`src/rtl/flag_pkg.sv`:
```
// flag_pkg: ALU op encodings, FlagW bit indices and NZCV bit positions shared by the flag unit
package flag_pkg;
  localparam logic [1:0] ALU_ADD = 2'b00;
  localparam logic [1:0] ALU_SUB = 2'b01;
  localparam logic [1:0] ALU_AND = 2'b10;
  localparam logic [1:0] ALU_ORR = 2'b11;
  localparam int FW_NZ = 1;
  localparam int FW_CV = 0;
  localparam int F_N = 3;
  localparam int F_Z = 2;
  localparam int F_C = 1;
  localparam int F_V = 0;
endpackage

```
`src/rtl/flag_unit_alu.sv`:
```
// alu: combinational ADD/SUB/AND/ORR with raw NZCV (a, b operands; op select; y result; nzcv raw flags)
module alu
  import flag_pkg::*;
#(
  parameter int WIDTH = 32
) (
  input  logic [WIDTH-1:0] a,
  input  logic [WIDTH-1:0] b,
  input  logic [1:0]       op,
  output logic [WIDTH-1:0] y,
  output logic [3:0]       nzcv
);
  logic             sub;
  logic             arith;
  logic [WIDTH-1:0] bb;
  logic [WIDTH:0]   sum;
  // SUB is a + ~b + 1, so carry out means no borrow and overflow uses the inverted operand sign
  always_comb begin
    sub = op == ALU_SUB;
    arith = op == ALU_ADD || sub;
    bb = sub ? ~b : b;
    sum = {1'b0, a} + {1'b0, bb} + {{WIDTH{1'b0}}, sub};
    y = op == ALU_AND ? a & b : op == ALU_ORR ? a | b : sum[WIDTH-1:0];
    nzcv[F_N] = y[WIDTH-1];
    nzcv[F_Z] = y == '0;
    nzcv[F_C] = arith & sum[WIDTH];
    nzcv[F_V] = arith & (a[WIDTH-1] == bb[WIDTH-1]) & (sum[WIDTH-1] != a[WIDTH-1]);
  end
endmodule

```
`src/rtl/flag_unit.sv`:
```
// flag_unit: ALU plus gated NZCV flag register with forwarding and registered condition pass
// clk/reset: clock, sync active-high reset; SrcA/SrcB/ALUControl: ALU inputs; FlagW/FlagEn/CondEx: write gating
// ALUResult: comb result; Flags: registered NZCV; FlagsNext: next Flags value; CondExD: CondEx delayed one cycle
module flag_unit
  import flag_pkg::*;
#(
  parameter int WIDTH = 32
) (
  input  logic             clk,
  input  logic             reset,
  input  logic [WIDTH-1:0] SrcA,
  input  logic [WIDTH-1:0] SrcB,
  input  logic [1:0]       ALUControl,
  input  logic [1:0]       FlagW,
  input  logic             FlagEn,
  input  logic             CondEx,
  output logic [WIDTH-1:0] ALUResult,
  output logic [3:0]       Flags,
  output logic [3:0]       FlagsNext,
  output logic             CondExD
);
  logic [3:0] nzcv;
  logic       we_nz;
  logic       we_cv;
  alu #(.WIDTH(WIDTH)) u_alu (
    .a   (SrcA),
    .b   (SrcB),
    .op  (ALUControl),
    .y   (ALUResult),
    .nzcv(nzcv)
  );
  always_comb begin
    we_nz = FlagW[FW_NZ] & FlagEn & CondEx;
    we_cv = FlagW[FW_CV] & FlagEn & CondEx;
    FlagsNext = reset ? 4'b0000 : {we_nz ? nzcv[F_N:F_Z] : Flags[F_N:F_Z],
                                   we_cv ? nzcv[F_C:F_V] : Flags[F_C:F_V]};
  end
  always_ff @(posedge clk) begin
    if (reset) begin
      Flags <= 4'b0000;
      CondExD <= 1'b0;
    end else begin
      Flags <= FlagsNext;
      CondExD <= CondEx;
    end
  end
endmodule
```
`config.mk`:
```
export PLATFORM = sky130hd
export DESIGN_NAME = flag_unit
export DESIGN_NICKNAME = d
export VERILOG_FILES = /design/src/rtl/flag_pkg.sv /design/src/rtl/flag_unit_alu.sv /design/src/rtl/flag_unit.sv
export SDC_FILE = /design/constraint.sdc
export NUM_CORES = 1
export LEC_CHECK = 0
export BUFFER_PORTS_ARGS = -buffer_cell sky130_fd_sc_hd__buf_4
export CAP_MARGIN = 5
export CORE_MARGIN = 3
export CORE_UTILIZATION = 30
export CTS_CLUSTER_SIZE = 24
export DETAILED_ROUTE_END_ITERATION = 16
export GPL_TIMING_DRIVEN = 0
export SYNTH_ARGS = -nofsm -noshare
export SYNTH_HDL_FRONTEND = slang
export SYNTH_SLANG_ARGS = --single-unit
export TNS_END_PERCENT = 1
```
`constraint.sdc`:
```
create_clock -name clk -period 18.7 [get_ports clk]
set_clock_uncertainty 0.15 [all_clocks]
set_input_delay 3.74 -clock clk [delete_from_list [all_inputs] [get_ports clk]]
set_output_delay 3.74 -clock clk [all_outputs]
set_load 0.05 [all_outputs]
```
# Word-level counts from Yosys, hierarchy flattened

Cells that the tools add are included.

Register bits after elaboration: 5
Bits in latches: 0
RAM bits: 0
Bits in read-only memories: 0
Bits of input ports: 72
Output and inout port bits: 41
Logic and storage cells: 28
Memories: 0

$add $sub $neg: 2
Multiply operators: 0
Divide/modulo/power cells: 0
$lt $le $gt $ge: 0
Eq/ne operators: 5
Shift operators: 0
Multiplexer cells: 6
Bitwise operators: 10
Reductions and logical operators: 3

Operators with widths:

| cell                                                             | number |
|---|---|
| 32-bit 2-to-1 mux                                                | 3 |
| 32-bit by 32-bit adder with 33-bit output                        | 1 |
| 33-bit by 1-bit adder with 33-bit output                         | 1 |
| 32-bit bitwise AND                                               | 1 |
| 32-bit zero test                                                 | 1 |
| 32-bit NOT                                                       | 1 |
| 32-bit bitwise OR                                                | 1 |
| 1-bit bitwise AND                                                | 7 |
| 2-bit == test (second input constant)                            | 2 |
| 2-bit 2-to-1 mux                                                 | 2 |
| 4-bit 2-to-1 mux                                                 | 1 |
| 2-bit by 1-bit == test with 1-bit output (second input constant) | 1 |
| 2-bit zero test                                                  | 1 |
| 1-bit == test                                                    | 1 |
| 1-bit logical OR                                                 | 1 |
| 1-bit != test                                                    | 1 |

# Longest topological paths before layout

Gate-level depths: netlist of run 1.

Depth in word-level cells: 9
Mapped depth: 20

# By module

From an unflattened synthesis of run 1, not the netlist that was laid out.

Cell total of the unflattened synthesis: 436
Area total of the unflattened synthesis: 3,124.2 um^2

By module, submodules not included:

| module    | instances | cells an instance | area each (um^2) |
|---|---|---|---|
| alu       | 1         | 410               | 2,852.7 |
| flag_unit | 1         | 26                | 271.5 |

# Least setup slack after synthesis of run 1

Ideal clock, no wire load.

Path type: input to output
Start point: in ALUControl[0]
End point: out FlagsNext[2]
Data arrival time: 9.398 ns
Required time: 14.810 ns
Setup slack: 5.412 ns
Stages: 18
Path through: clkbuf_1 clkbuf_1 clkbuf_1 buf_1 nand2_1 buf_1 xnor2_1 ha_1 nor2b_1 o31ai_2 a21o_1 a31oi_1 o211a_1 o41ai_1 nor3_1 a311oi_1 nand4b_1 nand2_1

Word-level cells in the longest chain between the ends: 9

RTL lines:

| what                                      | RTL line            | source |
|---|---|---|
| start: declaration                        | flag_unit.sv:13     | `input logic [1:0] ALUControl,` |
| 2-bit by 1-bit == test with 1-bit output  | flag_unit_alu.sv:19 | `sub = op == ALU_SUB;` |
| 32-bit 2-to-1 mux                         | flag_unit_alu.sv:21 | `bb = sub ? ~b : b;` |
| 32-bit by 32-bit adder with 33-bit output | flag_unit_alu.sv:22 | `sum = {1'b0, a} + {1'b0, bb} + {{WIDTH{1'b0}}, sub};` |
| 33-bit by 1-bit adder with 33-bit output  | flag_unit_alu.sv:22 |  |
| 32-bit 2-to-1 mux                         | flag_unit_alu.sv:23 | `y = op == ALU_AND ? a & b : op == ALU_ORR ? a \| b : sum[WIDTH-1:0];` |
| 32-bit 2-to-1 mux *                       | flag_unit_alu.sv:23 |  |
| named net ALUResult[30]                   | flag_unit.sv:17     | `output logic [WIDTH-1:0] ALUResult,` |
| 32-bit zero test *                        | flag_unit_alu.sv:25 | `nzcv[F_Z] = y == '0;` |
| 2-bit 2-to-1 mux *                        | flag_unit.sv:35     | `FlagsNext = reset ? 4'b0000 : {we_nz ? nzcv[F_N:F_Z] : Flags[F_N:F_Z],` |
| 4-bit 2-to-1 mux *                        | flag_unit.sv:35     |  |
| end: declaration                          | flag_unit.sv:19     | `output logic [3:0] FlagsNext,` |

The timed path passes the listed nets; every way through them passes the cells marked *.

# Worst setup path after layout of run 1

Start point: in ALUControl[0]
End point: out FlagsNext[2]

Word-level cells in the longest chain between the ends: 9

RTL lines:

| what                                      | RTL line |
|---|---|
| 2-bit by 1-bit == test with 1-bit output  | flag_unit_alu.sv:19 |
| 32-bit 2-to-1 mux                         | flag_unit_alu.sv:21 |
| 32-bit by 32-bit adder with 33-bit output | flag_unit_alu.sv:22 |
| 33-bit by 1-bit adder with 33-bit output  | flag_unit_alu.sv:22 |
| 32-bit 2-to-1 mux                         | flag_unit_alu.sv:23 |
| 32-bit 2-to-1 mux *                       | flag_unit_alu.sv:23 |
| 32-bit zero test *                        | flag_unit_alu.sv:25 |
| 2-bit 2-to-1 mux *                        | flag_unit.sv:35 |
| 4-bit 2-to-1 mux *                        | flag_unit.sv:35 |

Mark *: on every way between the ends. The rest lies on a longest branch, timed or not.

==> results of run 1 <==
worst paths after layout:
path	endpoint	start	slack (ps)	cells after the start
worst min-delay path	Flags[2]	Flags[2]	340	2
worst min register to register	Flags[2]	Flags[2]	340	2
worst max register to register	Flags[1]	Flags[1]	17880	1
worst max-delay path	FlagsNext[2]	ALUControl[0]	4410	21
power breakdown:
| part | switching [mW] | internal (mW) |
|---|---|---|
| clock network | 0.00684 | 0.0282 |
| registers | 0.000139 | 0.0110 |
| logic | 0.148 | 0.0847 |
critical path: stages:
cell,delay (ps)
buf_4,90
clkbuf_1,330
clkbuf_1,510
clkbuf_1,550
buf_1,500
nand2_1,240
buf_1,440
xnor2_1,250
ha_1,290
clkbuf_1,210
a21oi_1,280
o21ai_0,200
a21oi_1,470
a31oi_1,240
o211a_1,290
o41ai_1,740
xnor2_1,210
a211oi_2,280
nand4b_1,200
nand2_1,110
buf_4,200
metrics by stage:
stage               area [um^2]  hold WS [ps]  cells   util
detailed placement         4400           337    740  0.401
global placement           4400           329    740  0.401
floorplan                  3400           553    490      -
CTS                        4480           341    744  0.408
global route               4480           366    744  0.408
finish                     4480           343    744  0.408
layout by cell type, fill, tap and decap left out, types with 10 or more instances in the layout:
cell type  synthesis  routed
buf_4              0     110
nand2_1           50      50
a21oi_1           44      44
xnor2_1           39      39
ha_1              35      35
nor2_1            32      32
o21ai_0           27      27
maj3_1            23      23
inv_1             19      19
a21o_1            18      18
nor3_1            18      18
clkbuf_1          16      17
o21a_1            10      10
sequential cells by signal (all words and copies together), names as in the netlist:
| register | count |
|---|---|
| CondExD | 1 |
| Flags | 4 |
metal layers:
layer	share of wire	wire, um	track usage
met2	0.44	5600	0.311
met4	0.020	255	0.0465
met5	0	0	0
met3	0.063	797	0.0162
met1	0.47	5960	0.270
kinds of logic (layout without fill, tap and decap cells):
kind of cell / Yosys count / after routing
AOI/OAI and AO/OA: 176 / 176
xor gates and xnor gates: 46 / 46
adders and majority gates: 59 / 59
buffers and inverters: 42 / 156
DFF: 5 / 5
muxes: 5 / 5
and+or+nand+nor: 157 / 157
cell usage after synthesis, drive strengths merged (4+ instances only):
library cell,instances
o31ai,10
nor4,6
nor2b,6
o21ai,31
and4,6
maj3,23
a21oi,44
dfxtp,5
or3,4
ha,35
a31oi,7
a21boi,5
nand2,50
and3,6
a31o,5
buf,7
nand4,5
clkbuf,16
inv,19
xor2,7
nor3,18
nor2,32
o21a,10
nand3,8
a211oi,10
a311oi,6
xnor2,39
a21o,18
cell type report:
type / instances / area (um^2)
fillers: 1151 / 6500
multi-input cells: 443 / 3140
repair buffers: 110 / 826
well taps: 140 / 175
flip-flops and latches: 5 / 100
plain buffers: 23 / 93.8
clock buffers: 4 / 78.8
inverters: 19 / 71.3
==> flow_summary.ini, run 1 <==
[clock_network]
cts_resized = 0
cts_tree = yes
root_buffer = clkbuf_16
clockBufferDepth = 2
postCtsHoldBufs = 0
clk_pin_slew_ps = 30
cts.sinks = 5
numCtsBuffers = 3
htree_levels = 1
post_cts_buffers = 0
clock_latency_ps = 220

[floorplanning]
start_util = 0.310
io_pins = 113
core_mm2 = 0.0110
die_area_mm2 = 0.0127
fp-row-count = 38
chipWidth_um = 112
die_height_um = 112

[timing]
rsz0062_at_grt = false
setup_slack_ps = 4410
slew_viol_final = 0
period_share = 0.764
setup_viol = 0
worst_pin_slew_ps = 890
slew_headroom = 0.407
fin_crit_ps = 14290
timing.setup.tns_ps = 0
max_freq_mhz = 70.0
finalHoldViolCount = 0

[critical_path]
startpoint_type = input pin
worst-setup-path-type = in -> out
crit_arrival_ps = 10400
cp_data_required_time_ps = 14810
path_max_fanout = 10
endpoint_kind = primary output

[synthesis]
synth_edf_count = 0
ys.flop_type = dfxtp_1
syn_area_per_cell_um2 = 6.94
ys_seq_area_frac = 0.0294
yosys.area_share.adder = 0.202
synth_area_leaders = ha_1 13%, xnor2_1 10%, maj3_1 6.8%, a21oi_1 6.5%, nand2_1 5.5%
ys_warn_count = 0
yosysTopAreaCell = ha_1
synth.top_cell.area_share = 0.129
synth_top_family_by_area = compound AO/OA/AOI/OAI gates
syn_inst = 490
ys_ff_latch = 5
synth-compound-area-share = 0.357
synthDistinctLibCells = 62
yosys.area_share.simple = 0.229
synth_nets = 598
syn-cell-area_mm2 = 0.00340
muxShareOfSynthArea = 0.0154
yosys.area_share.xor_xnor = 0.118
synthArstFlopShare = 0

[route]
vias_per_cell = 5.58
drt_iter0_drc = 276
drc = 0
ant_nets = 0
post_drt_wl_per_cell_um = 16.9
firstDrtPassIters = 5
vias = 4149
finalWirelength_um = 12600

[outcome]
outcome = completed

[power]
powerDensity_mw_per_mm2 = 62.3
total_power_mw = 0.279
leakagePower_nw = 1.94
peakVddDrop_mv = 0.0317

[min_path]
min_path_type = reg -> reg

[place]
post-dp-hpwl_um = 10400
dp_slack_ps = 4520
finalWeightedCongestion = 0.893
io_buffer_count = 110

[grt]
grt_max_degree = 11
grt_antenna_before_repair = 0
grt-ovfl-total = 0
grt_pass1_vias = 4052
grt.total_usage = 0.190
grt_pass1_wl_um = 20200

[final_layout]
diodes = 0
final_layout_size_suffix_gt1_frac = 0.204
fin_nets = 713
area_growth_pct = 31.7

[run]
maxCapViolCount = 0
Note: power is estimated with default switching activity, not from simulation.
==> run 2, diff against run 1 <==
--- a/config.mk
+++ b/config.mk
@@ -5,6 +5,7 @@
 export SDC_FILE = /design/constraint.sdc
 export NUM_CORES = 1
 export LEC_CHECK = 0
+export ABC_AREA = 1
 export BUFFER_PORTS_ARGS = -buffer_cell sky130_fd_sc_hd__buf_4
 export CAP_MARGIN = 5
 export CORE_MARGIN = 3
==> constraint.sdc (replaced) <==
create_clock -name clk -period 12.35 [get_ports clk]
set_clock_uncertainty 0.15 [all_clocks]
set_input_delay 2.47 -clock clk [delete_from_list [all_inputs] [get_ports clk]]
set_output_delay 2.47 -clock clk [all_outputs]
set_load 0.05 [all_outputs]
==> run 2 against run 1 <==
Net effect:
- utilization is 1.1 points lower
- clock-buffer cell count stayed put
- combinational power is 57% higher
- critical endpoint unchanged
==> flow_summary.ini, run 2 <==
[synthesis]
yosys.area_share.simple = 0.500
synthDistinctLibCells = 33
yosys.area_share.xor_xnor = 0.0737
synth_top_family_by_area = simple AND/OR/NAND/NOR gates
yosysMostFrequentCell = nand2_1
yosys.area_share.adder = 0.117
ys.flop_type = dfxtp_1
yosysTopAreaCell = nand2_1
syn-cell-area_mm2 = 0.00392
syn_inst = 787
synth_nets = 895
synthArstFlopShare = 0
ys_seq_area_frac = 0.0255
muxShareOfSynthArea = 0
ys_ff_latch = 5
synth_edf_count = 0
synth_area_leaders = nand2_1 23%, inv_1 12%, ha_1 11%, nor2_1 10%, nand3_1 9.3%
syn_area_per_cell_um2 = 4.98
ys_warn_count = 0
synth-compound-area-share = 0.139
synth.top_cell.area_share = 0.233
synth.top_cells.by_count = 244 x nand2_1, 129 x inv_1, 105 x nor2_1

[route]
post_drt_wl_per_cell_um = 13.9
finalWirelength_um = 14900
ant_nets = 0
vias_per_cell = 4.76
drc = 0
drt_iter0_drc = 192
firstDrtPassIters = 5
vias = 5114

[place]
dpl_cell_area_mm2 = 0.00497
io_buffer_count = 111
post-dp-hpwl_um = 12800
finalWeightedCongestion = 0.980

[power]
switching_power_mw = 0.257
leakagePower_nw = 2.89
total_power_mw = 0.435
combPwrFrac = 0.839
seqPwrFrac = 0.039
peakVddDrop_mv = 0.0743
clock_power_share = 0.122
power.internal_mw = 0.178
powerDensity_mw_per_mm2 = 86.1
p_sw_frac = 0.591

[timing]
slew_headroom = 0.398
hold_ws_ps = 343
finalHoldViolCount = 0
slew_viol_final = 0
setup_viol = 0
rsz0062_at_grt = false
max_freq_mhz = 113
fin_crit_ps = 8880
worst_pin_slew_ps = 903
period_share = 0.719
timing.setup.tns_ps = 0

[critical_path]
startpoint_type = input pin
r2r_cells = 4
crit-reg2reg-capture = Flags[3]
endpoint_kind = primary output
crit_arrival_ps = 6260
worst-setup-path-type = in -> out
r2r_start = Flags[3]
r2r_slack_ps = 11530
path_max_fanout = 10
cp_data_required_time_ps = 9730

[grt]
grt-ovfl-total = 0
grt_antenna_before_repair = 0
grt_max_degree = 11
grt_pass1_vias = 4824
grt_pass1_wl_um = 23600
grt.total_usage = 0.200

[floorplanning]
io_pins = 113
fp-row-count = 41
core_mm2 = 0.0127
chipWidth_um = 120
die_height_um = 120
die_area_mm2 = 0.0145
start_util = 0.308

[clock_network]
cts_tree = yes
numCtsBuffers = 3
postCtsHoldBufs = 0
clockBufferDepth = 2
clk_pin_slew_ps = 30
root_buffer = clkbuf_16
htree_levels = 1
cts.sinks = 5
clock_latency_ps = 230
post_cts_buffers = 0
cts_resized = 0

[final_layout]
stdcell_area_mm2 = 0.00505
largest_reg_flops = 4
ff_latch_area_um2 = 100
fin_nets = 1011
mostFrequentLayoutCell = nand2_1
mostFrequentLayoutCells = 244 x nand2_1, 129 x inv_1, 111 x buf_4, 105 x nor2_1, 73 x nand3_1
multi_input_area_mm2 = 0.00325
fill_cells = 1525
diodes = 0
utilization = 0.397
largest_register = Flags
area_growth_pct = 28.7
final_layout_size_suffix_gt1_frac = 0.162
largestRegisters = Flags: 4 flops, CondExD: 1 flops

[min_path]
min_to = Flags[1]
min_path_type = reg -> reg
min_from = Flags[1]
holdPathStages = 2

[outcome]
outcome = completed

[run]
maxCapViolCount = 0
run 2: changes by cell type after synthesis, sizes merged, moves of 11 or more:
| cell | previous run | this run |
|---|---|---|
| nand2 | 50 | 253 |
| inv | 19 | 138 |
| nor2 | 32 | 111 |
| nand3 | 8 | 75 |
| maj3 | 23 | 0 |
| a21o | 18 | 0 |
| a31oi | 7 | 21 |
| xnor2 | 39 | 25 |
| nor3 | 18 | 7 |
run 2: metrics by stage:
stage | setup slack (ps) | instances
final | 3470 | 1074
after global routing | 3150 | 1074
after CTS | 3490 | 1074
after detailed placement | 3510 | 1070
after global placement | 3490 | 1070
after floorplan | 3910 | 787
run 2: critical path, stage by stage:
cell and delay, ps:
buf_4 100, inv_2 70, nand2_4 90, clkbuf_1 610, xnor2_1 140, ha_1 390
a21oi_1 280, nand2_1 170, nand2_1 90, nand2_1 130, nand2_1 120, nand2_1 90
nand3_1 90, nand2_1 120, o21ai_1 170, nand2_1 110, inv_1 130, nand3_1 120
nor2_1 270, nand2_1 130, a21oi_1 150, buf_4 220
run 2: metal layers:
| layer | GRT usage | share of wire |
|---|---|---|
| met3 | 0.0196 | 0.052 |
| met4 | 0.0184 | 0.0031 |
| met1 | 0.287 | 0.50 |
| met5 | 0 | 0 |
| met2 | 0.338 | 0.45 |
run 2: kinds of logic after synthesis:
| family | Yosys count |
|---|---|
| xor gates and xnor gates | 33 |
| AOI/OAI and AO/OA | 97 |
| buffers and inverters | 150 |
| and+or+nand+nor | 466 |
| DFF | 5 |
| adders and majority gates | 36 |
run 2: final cells by class:
type,instances,area share
plain buffers,12,0.00991
clock buffers,4,0.0156
inverters,138,0.103
multi-input cells,632,0.644
flip-flops and latches,5,0.0198
well taps,172,0.0426
repair buffers,111,0.165
run 2: power by group through the flow:
| stage | clock [mW] | combinational (mW) | sequential, mW |
|---|---|---|---|
| after floorplan | 0 | 0.251 | 0.0189 |
| after global routing | 0.0563 | 0.401 | 0.0170 |
| after CTS | 0.0540 | 0.363 | 0.0170 |
| after global placement | 0 | 0.363 | 0.0172 |
| after detailed placement | 0 | 0.362 | 0.0172 |
| final | 0.0530 | 0.365 | 0.0170 |
run 2: worst max path at each step:
| stage | startpoint | end | slack [ps] | depth (start not counted) |
|---|---|---|---|---|
| after global routing | ALUControl[1] | FlagsNext[2] | 3150 | 22 |
| after detailed placement | ALUControl[1] | FlagsNext[2] | 3510 | 20 |
| after floorplan | ALUControl[1] | FlagsNext[2] | 3910 | 21 |
| after global placement | ALUControl[1] | FlagsNext[2] | 3490 | 23 |
| after CTS | ALUControl[1] | FlagsNext[2] | 3490 | 20 |
| final | ALUControl[1] | FlagsNext[2] | 3470 | 22 |
==> run 3, diff against run 2 <==
--- a/config.mk
+++ b/config.mk
@@ -5,7 +5,7 @@
 export SDC_FILE = /design/constraint.sdc
 export NUM_CORES = 1
 export LEC_CHECK = 0
-export ABC_AREA = 1
+export ABC_AREA = 0
 export BUFFER_PORTS_ARGS = -buffer_cell sky130_fd_sc_hd__buf_4
 export CAP_MARGIN = 5
 export CORE_MARGIN = 3
==> constraint.sdc (replaced) <==
create_clock -name clk -period 8.07 [get_ports clk]
set_clock_uncertainty 0.15 [all_clocks]
set_input_delay 1.614 -clock clk [delete_from_list [all_inputs] [get_ports clk]]
set_output_delay 1.614 -clock clk [all_outputs]
set_load 0.05 [all_outputs]
==> run 3 against run 2 <==
Net effect:
- clock power is 53% higher
- routed wire length shrank 14%
- via count decreased by 16%
- die area fell by 13%
- highest routed layer unchanged
==> flow_summary.ini, run 3 (synthesized netlist as in run 1, its figures left out) <==
[floorplanning]
die_height_um = 112
io_pins = 113
chipWidth_um = 112
core_mm2 = 0.0110
die_area_mm2 = 0.0127
start_util = 0.310
fp-row-count = 38

[final_layout]
largest_register = Flags
mostFrequentLayoutCell = buf_4
ff_latch_area_um2 = 100
largest_reg_flops = 4
area_growth_pct = 37.0
multi_input_area_mm2 = 0.00328
diodes = 0
fill_cells = 1171
mostFrequentLayoutCells = 110 x buf_4, 48 x nand2_1, 42 x a21oi_1, 39 x xnor2_1, 33 x ha_1
final_layout_size_suffix_gt1_frac = 0.259
utilization = 0.424
largestRegisters = Flags: 4 flops, CondExD: 1 flops
fin_nets = 708

[route]
wl_met3_um = 1030
vias_per_cell = 5.83
finalWirelength_um = 12800
routed-wl-met2_um = 5950
ant_nets = 0
drc = 0
top_layer_used = met4
drt-met1-wl_um = 5570
vias = 4308
drt_iter0_drc = 281
firstDrtPassIters = 5
post_drt_wl_per_cell_um = 17.4

[grt]
grt_pass1_vias = 4133
grt_max_degree = 20
grt_antenna_before_repair = 0
grt_pass1_wl_um = 20400
grt.total_usage = 0.191
grt-ovfl-total = 0

[clock_network]
clk_pin_slew_ps = 30
htree_levels = 1
post_cts_buffers = 0
cts.sinks = 5
cts_tree = yes
clock_latency_ps = 230
clockBufferDepth = 2
root_buffer = clkbuf_16
numCtsBuffers = 3
postCtsHoldBufs = 0

[critical_path]
endpoint_kind = primary output
path_max_fanout = 10
r2r_cells = 1
worst-setup-path-type = in -> out
endpoint = FlagsNext[2]
startpoint = ALUControl[1]
startpoint_type = input pin
crit-reg2reg-capture = Flags[1]
r2r_slack_ps = 7240
cp_data_required_time_ps = 6310
crit_arrival_ps = 6120
r2r_start = Flags[1]

[timing]
setup_viol = 0
worst_pin_slew_ps = 635
finalHoldViolCount = 0
period_share = 0.976
slew_headroom = 0.577
fin_crit_ps = 7880
max_freq_mhz = 127
slew_viol_final = 0
hold_ws_ps = 355

[place]
finalWeightedCongestion = 0.893
io_buffer_count = 110
post-dp-hpwl_um = 10700

[outcome]
outcome = completed

[power]
powerDensity_mw_per_mm2 = 144
leakagePower_nw = 1.99
peakVddDrop_mv = 0.0844

[run]
maxCapViolCount = 0

[min_path]
min_from = Flags[2]
min_path_type = reg -> reg
-- run 3: worst min-delay path by stage --
stage | endpoint | depth (start not counted) | slack [ps]
finish | Flags[2] | 2 | 360
floorplan | Flags[2] | 2 | 580
detailed placement | Flags[2] | 2 | 360
CTS | Flags[2] | 2 | 360
global placement | Flags[2] | 2 | 350
global route | Flags[2] | 2 | 390
-- run 3: repair_timing --
action,in CTS,in global routing
endpoints found under the setup margin,23,3
resized for setup,24,14
pin swaps,0,2
-- run 3: where the power goes --
| group | total, mW | switching (mW) | internal, mW | leakage, nW |
|---|---|---|---|---|
| logic | 0.565 | 0.356 | 0.209 | 1.92 |
| registers | 0.0259 | 0.000359 | 0.0256 | 0.0406 |
| clock network | 0.0812 | 0.0158 | 0.0654 | 0.0382 |
| total | 0.672 | 0.372 | 0.300 | 1.99 |
-- run 3: cell type report --
| type | count | share of cell area |
|---|---|---|
| plain buffers | 18 | 0.0277 |
| multi-input cells | 443 | 0.703 |
| repair buffers | 110 | 0.177 |
| inverters | 19 | 0.0161 |
| well taps | 140 | 0.0376 |
| flip-flops and latches | 5 | 0.0215 |
| clock buffers | 4 | 0.0169 |
-- run 3: per-layer routing --
| metal | up-vias | GRT usage |
|---|---|---|
| met5 | - | 0 |
| met4 | 0 | 0.0545 |
| met3 | 24 | 0.0286 |
| met2 | 177 | 0.315 |
| met1 | 2037 | 0.259 |
| li1 | 2070 | - |
-- run 3: stage by stage --
| stage | instance area, um^2 | instances | TNS, ps | power, mW | setup WS [ps] |
|---|---|---|---|---|---|
| after floorplan | 3490 | 490 | 0 | 0.418 | 57.0 |
| after global placement | 4490 | 740 | -11220 | 0.568 | -1330 |
| after detailed placement | 4490 | 740 | -13090 | 0.573 | -1440 |
| after CTS | 4610 | 739 | 0 | 0.663 | 0.683 |
| after global routing | 4660 | 739 | -9.24 | 0.717 | -9.24 |
| final | 4660 | 739 | 0 | 0.672 | 190 |
-- run 3: worst max-delay path, stage by stage --
cell and delay [ps]:
buf_6 120, clkinvlp_4 140, clkbuf_8 200, buf_6 170, buf_6 170, nand2_2 120
buf_8 190, xnor2_1 130, ha_1 410, nand4_1 150, a2111o_1 490, a31oi_1 280
o21ai_1 260, a311oi_1 550, a31oi_1 180, xor2_1 240, o2111a_1 200, nand4b_1 170
nand2_2 110, buf_4 190
